`src/rtl/ps2_key_event_decoder.sv`:
```
// PS/2 scan-code byte stream to key events, with prefix FSM, modifier
// tracking, optional repeat suppression and a show-ahead event FIFO.
module ps2_key_event_decoder #(
  parameter int FIFO_DEPTH      = 8,
  parameter int CNT_W           = 8,
  parameter int SUPPRESS_REPEAT = 1
) (
  input  logic             clk,
  input  logic             rst,
  input  logic             rx_valid,
  input  logic [7:0]       rx_data,
  output logic             rx_pop,
  output logic             ev_valid,
  input  logic             ev_ready,
  output logic [7:0]       ev_code,
  output logic             ev_ext,
  output logic             ev_break,
  output logic [3:0]       ev_mods,
  output logic             key_down,
  output logic [CNT_W-1:0] press_count,
  output logic             overflow
);

  localparam int AW  = $clog2(FIFO_DEPTH);
  localparam bit SUP = (SUPPRESS_REPEAT != 0);

  typedef enum logic [2:0] {
    IDLE, EXT, BRK, EXT_BRK, SKIP
  } state_t;

  typedef struct packed {
    logic [7:0] code;
    logic       ext;
    logic       brk;
    logic [3:0] mods;
  } ev_t;

  state_t     state, state_d;
  logic [2:0] skip_cnt, skip_d;
  logic       cool;

  logic is_e0, is_f0, is_e1, is_junk;
  logic ev_fire, ev_x, ev_b;

  // ready from ps2_keyboard lags our pop by a cycle
  assign rx_pop = rx_valid & ~cool;

  always_ff @(posedge clk) begin
    if (rst) cool <= 1'b0;
    else     cool <= rx_pop;
  end

  assign is_e0   = (rx_data == 8'hE0);
  assign is_f0   = (rx_data == 8'hF0);
  assign is_e1   = (rx_data == 8'hE1);
  assign is_junk = rx_data inside {8'hAA, 8'hFA, 8'hEE,
                                   8'hFE, 8'h00, 8'hFF};

  always_ff @(posedge clk) begin
    if (rst) begin
      state    <= IDLE;
      skip_cnt <= 3'd0;
    end else begin
      state    <= state_d;
      skip_cnt <= skip_d;
    end
  end

  always_comb begin
    state_d = state;
    skip_d  = skip_cnt;
    if (rx_pop) begin
      unique case (state)
        IDLE: begin
          unique case (1'b1)
            is_e0: state_d = EXT;
            is_f0: state_d = BRK;
            is_e1: begin
              state_d = SKIP;
              skip_d  = 3'd7;
            end
            default: state_d = IDLE;
          endcase
        end
        EXT:     state_d = is_f0 ? EXT_BRK : IDLE;
        BRK:     state_d = IDLE;
        EXT_BRK: state_d = IDLE;
        SKIP: begin
          skip_d = skip_cnt - 3'd1;
          if (skip_cnt <= 3'd1) state_d = IDLE;
        end
        default: state_d = IDLE;
      endcase
    end
  end

  always_comb begin
    ev_fire = 1'b0;
    ev_x    = 1'b0;
    ev_b    = 1'b0;
    if (rx_pop) begin
      unique case (state)
        IDLE: ev_fire = ~(is_e0 | is_f0 | is_e1 | is_junk);
        EXT: begin
          ev_fire = ~is_f0;
          ev_x    = 1'b1;
        end
        BRK: begin
          ev_fire = 1'b1;
          ev_b    = 1'b1;
        end
        EXT_BRK: begin
          ev_fire = 1'b1;
          ev_x    = 1'b1;
          ev_b    = 1'b1;
        end
        default: ev_fire = 1'b0;
      endcase
    end
  end

  logic [8:0] held;
  logic       same_key, accept;

  assign same_key = key_down & ({ev_x, rx_data} == held);
  assign accept   = ev_fire & ~(SUP & ~ev_b & same_key);

  logic shl, shr, ctrl, alt, caps;
  logic shl_d, shr_d, ctrl_d, alt_d, caps_d;
  logic [3:0] mods_d;

  always_comb begin
    shl_d  = shl;
    shr_d  = shr;
    ctrl_d = ctrl;
    alt_d  = alt;
    caps_d = caps;
    if (accept) begin
      if (!ev_x && rx_data == 8'h12) shl_d = ~ev_b;
      if (!ev_x && rx_data == 8'h59) shr_d = ~ev_b;
      if (rx_data == 8'h14)          ctrl_d = ~ev_b;
      if (rx_data == 8'h11)          alt_d = ~ev_b;
      if (!ev_x && !ev_b && rx_data == 8'h58)
        caps_d = ~caps;
    end
  end

  assign mods_d = {caps_d, alt_d, ctrl_d, shl_d | shr_d};

  always_ff @(posedge clk) begin
    if (rst) begin
      shl         <= 1'b0;
      shr         <= 1'b0;
      ctrl        <= 1'b0;
      alt         <= 1'b0;
      caps        <= 1'b0;
      held        <= 9'd0;
      key_down    <= 1'b0;
      press_count <= '0;
    end else begin
      shl  <= shl_d;
      shr  <= shr_d;
      ctrl <= ctrl_d;
      alt  <= alt_d;
      caps <= caps_d;
      if (accept && !ev_b) begin
        held     <= {ev_x, rx_data};
        key_down <= 1'b1;
      end else if (accept && same_key) begin
        key_down <= 1'b0;
      end
      if (ev_fire && ev_b) press_count <= press_count + 1'b1;
    end
  end

  ev_t         mem [FIFO_DEPTH];
  ev_t         head, last;
  logic [AW:0] wr_ptr, rd_ptr;
  logic        empty, full, pop, wr;

  assign empty = (wr_ptr == rd_ptr);
  assign full  = (wr_ptr[AW] != rd_ptr[AW]) &&
                 (wr_ptr[AW-1:0] == rd_ptr[AW-1:0]);
  assign pop   = ~empty & ev_ready;
  assign wr    = accept & (~full | pop);

  always_ff @(posedge clk) begin
    if (wr) mem[wr_ptr[AW-1:0]] <= {rx_data, ev_x, ev_b, mods_d};
  end

  always_ff @(posedge clk) begin
    if (rst) begin
      wr_ptr   <= '0;
      rd_ptr   <= '0;
      overflow <= 1'b0;
      last     <= '0;
    end else begin
      if (wr)  wr_ptr <= wr_ptr + 1'b1;
      if (pop) rd_ptr <= rd_ptr + 1'b1;
      if (accept && full && !pop) overflow <= 1'b1;
      if (!empty) last <= head;
    end
  end

  // empty FIFO keeps presenting the last head it showed
  assign head     = mem[rd_ptr[AW-1:0]];
  assign ev_valid = ~empty;
  assign ev_code  = empty ? last.code : head.code;
  assign ev_ext   = empty ? last.ext  : head.ext;
  assign ev_break = empty ? last.brk  : head.brk;
  assign ev_mods  = empty ? last.mods : head.mods;

endmodule

```
`config.mk`:
```
export PLATFORM = sky130hd
export DESIGN_NAME = ps2_key_event_decoder
export DESIGN_NICKNAME = d
export VERILOG_FILES = /design/src/rtl/ps2_key_event_decoder.sv
export SDC_FILE = /design/constraint.sdc
export NUM_CORES = 1
export LEC_CHECK = 0
export CORE_AREA = 2 2 88 154
export CTS_CLUSTER_DIAMETER = 120
export DETAILED_ROUTE_END_ITERATION = 8
export DIE_AREA = 0 0 90 156
export PLACE_DENSITY = 0.8
export SYNTH_ARGS = -nofsm -noshare
export SYNTH_HDL_FRONTEND = slang
export SYNTH_SLANG_ARGS = --single-unit
export TNS_END_PERCENT = 1
```
`constraint.sdc`:
```
create_clock -name clk -period 3.8 [get_ports clk]
set_clock_uncertainty 0.05 [all_clocks]
set_input_delay 0.76 -clock clk [delete_from_list [all_inputs] [get_ports clk]]
set_output_delay 0.76 -clock clk [all_outputs]
set_load 0.01 [all_outputs]
```
==> results of run 1 <==
placed cells by master, fill, tap and decap left out, types with 3 or more instances in the layout:
cell and instances:
mux2i_1 27, inv_1 7, nand4_1 7, nand3_1 10, clkdlybuf4s50_1 36, a211oi_1 3, xnor2_1 7, mux4_2 28
o21ai_0 11, clkinvlp_4 5, nor2_1 49, xor2_1 20, buf_4 34, nand2b_1 5, o21ai_1 8, dfxtp_1 55
ha_1 5, clkbuf_8 3, nor2b_1 18, a21oi_1 12, nand2_1 24, clkbuf_16 17, nor4b_1 3, edfxtp_1 112
nor3_1 7, buf_12 4
flip-flops by register name, indices dropped and copies added (netlist names), named ones only:
| signal | cells |
|---|---|
| ctrl | 1 |
| shr | 1 |
| last | 14 |
| mem | 112 |
| key_down | 1 |
| rd_ptr | 4 |
| caps | 1 |
| cool | 1 |
| press_count | 8 |
| held | 9 |
| overflow | 1 |
| shl | 1 |
| skip_cnt | 3 |
| alt | 1 |
| state | 3 |
| wr_ptr | 4 |
cell families (layout without fill, tap and decap cells):
| logic type | Yosys count | in the layout |
|---|---|---|
| AOI/OAI and AO/OA | 44 | 44 |
| xor gates and xnor gates | 27 | 27 |
| adders and majority gates | 5 | 5 |
| buffers and inverters | 35 | 114 |
| DFF | 168 | 168 |
| muxes | 59 | 59 |
| and+or+nand+nor | 142 | 142 |
critical path, delay by kind of cell:
kind                   cells  cell delay (ns)
AND/OR/NAND/NOR            3             1.34
XOR/XNOR                   1             0.22
AO/OA/AOI/OAI              2             0.47
buffers and inverters      1             0.67
path summary, 6_finish.rpt:
| path | from | to | slack [ns] | cells past startpoint |
|---|---|---|---|---|
| setup / recovery | rx_data[6] | mem[6][0]$_DFFE_PP_ | 0.31 | 7 |
| hold reg to reg | state[1]$_SDFFE_PP0P_ | state[1]$_SDFFE_PP0P_ | 0.43 | 2 |
| hold / removal | state[1]$_SDFFE_PP0P_ | state[1]$_SDFFE_PP0P_ | 0.43 | 2 |
| setup reg to reg | state[0]$_SDFFE_PP0P_ | mem[6][0]$_DFFE_PP_ | 0.86 | 6 |
power by group:
| group | total [mW] | internal [mW] | switching, mW |
|---|---|---|---|
| Combinational | 0.788 | 0.414 | 0.374 |
| Clock | 1.70 | 1.02 | 0.676 |
| Sequential | 2.08 | 2.03 | 0.0526 |
| Total | 4.57 | 3.46 | 1.10 |
per-layer routing:
layer,track usage [%],share of wire [%],vias up
li1,-,-,1909
met1,23.9,39,2086
met2,39.5,56,107
met3,4.44,4.4,8
met4,6.74,0.71,0
met5,0,0,-
final cells by class:
| cell class | instances | area, µm² |
|---|---|---|
| Tap cell | 171 | 214 |
| Clock buffer | 22 | 474 |
| Inverter | 7 | 26.3 |
| Multi-Input combinational cell | 277 | 2280 |
| Fill cell | 922 | 4500 |
| Timing Repair Buffer | 75 | 701 |
| Sequential cell | 168 | 4490 |
| Clock inverter | 10 | 119 |
synth_stat cells (11+ instances only):
library cell and count:
dfxtp_1 56, nand2_1 24, buf_2 14, a21oi_1 12, mux4_2 28, xor2_1 20, nor2_1 49, mux2i_1 27
edfxtp_1 112, o21ai_0 11, nor2b_1 18
stage by stage:
step	setup slack [ns]	instance area (µm²)	TNS, ns
detailed placement	-0.0745	7700	-1.66
CTS	0.330	8300	0
global route	0.195	8300	0
finish	0.315	8300	0
global placement	0.0418	7700	0
floorplan	0.456	6900	0
==> results.md, run 1 <==
- Cell Pwr Density: about 550 mW/mm²
- Sequential fraction of the synthesis area: 65.0%
- Max-cap viol count: 0
- Share of layout cells above drive strength 1: about a fifth
- Starting DRT DRC Count: roughly 260
- Post_cts resized: 0
- Die Span Y: 156 µm
- Final Instance Count excl. Fillers: 730
- Overall power: 4.57 mW
- Status: completed
- CTS tree: done
- Clock Latency Late Sink: a little over 0.4 ns
- # Post-CTS Setup Buffers: 0
- P&R area growth vs syn: 20.2%
- Slew @ Worst Pin: about 1.3 ns
- Rel. slew slack: between 10% and 20%
- Min Tclk post-route: between 3 and 4 ns
- IO Pins: 38
- First-pass GRT wire length: 22500 µm
- Post-detailed-route wirelength per cell: 19.1 µm
- Layout Nets: 563
- Root Driver: clkbuf_16
- Hold buffers post-CTS: 0
- Final hold vios: 0
- Yosys top cell area share: between 40% and 50%
- Most area-consuming cells after synthesis: edfxtp_1 (49%), dfxtp_1 (16%), mux4_2 (9.1%)
- Cells after Synth: between 400 and 500
- Via density: about 5.6
- Post-Synth Simple-Gate Area: between 10% and 20%
- ANT nets after route: 0
- Arrival time at the worst endpoint: ~3.5 ns
- Post-synthesis mux area share: between 10% and 20%
- CTS H-tree lvls: 4
- Cts bufs inserted: 17
- CP max FO: 14
- Hold WS: 0.434 ns
- F_max: approximately 290 MHz
- Core area: roughly 0.013 mm²
- Largest net degree at the start of global routing: 36
- Drt drc: 0
- Startpoint types: input pin
- Gr ovfl total: 0
- CTS sink cnt: 168
- Detailed placement HPWL: around 9400 µm
- Via count: between 4000 and 5000
- Post-synth EDFFs: 112
- Total track usage: between 20% and 30%
- Worst path slowest cell: nor2_1
- Kind of critical path: in2reg
- Routed WL: ~14000 µm
- # rows: between 50 and 60
- WP data required: 3.77 ns
- Adder-Cell Fraction of Synth Area: 0.906%
- Die Area: around 0.014 mm²
- Worst Setup End Kind: flip-flop
- Max incr delay on CP: about 1.0 ns
- Initial antenna violation count: 0
- Final Util: 64.8%
- Xor/xnor cell area share of the yosys netlist: under 10%
- Hold Crit Class: reg2reg
- CTS clk-pin slew, worst paths: about 0.06 ns
- PortBufs: 37
- Synth Area in Compound Gates: 3.90%
- Final setup viols: 0
- Syn Nets: 497
- Synth unique cells: 49
- Initial Utilization: between 50 and 60%
- Clock buffer depth: 2
- Die X: 90 µm
- RePlAce Congestion: 0.869
- RSZ-0062 raised after global routing: false
- Main combinational cell family by area after synthesis: multiplexers
- N_diodes: 0
- LEAKAGE: roughly 2.8 nW
- Inst Count DP: 698
- Ys flop type: edfxtp_1
- Ys Warns: 0
- Vias in the first global route: ~4300
- Slew Limit Fails: 0
- Peak supply drop: 0.286 mV
- Pre-Repair DR Iteration Count: 4
- #FFs+latches synth: between 150 and 200
- Synth Cell Area: approximately 0.0069 mm²
- Final critical-path share of the clock period: between 90% and 100%
- Asr flop ratio synth: 0%
- Avg Inst Size Synth: ~14 µm²
- Post-synth top area cell: edfxtp_1
- Critical Path, Cell by Cell: clkdlybuf4s50_1, xor2_1, nor3_1, a41oi_2, and2_1, o211ai_1, nor2_1
No activity file was read; power rests on OpenSTA's default activity.
==> run 2, diff against run 1 <==
Settings changed: CTS_CLUSTER_SIZE from default to 40.
==> results of run 2 <==
Final layout, timing and power as in run 1 (identical DEF).
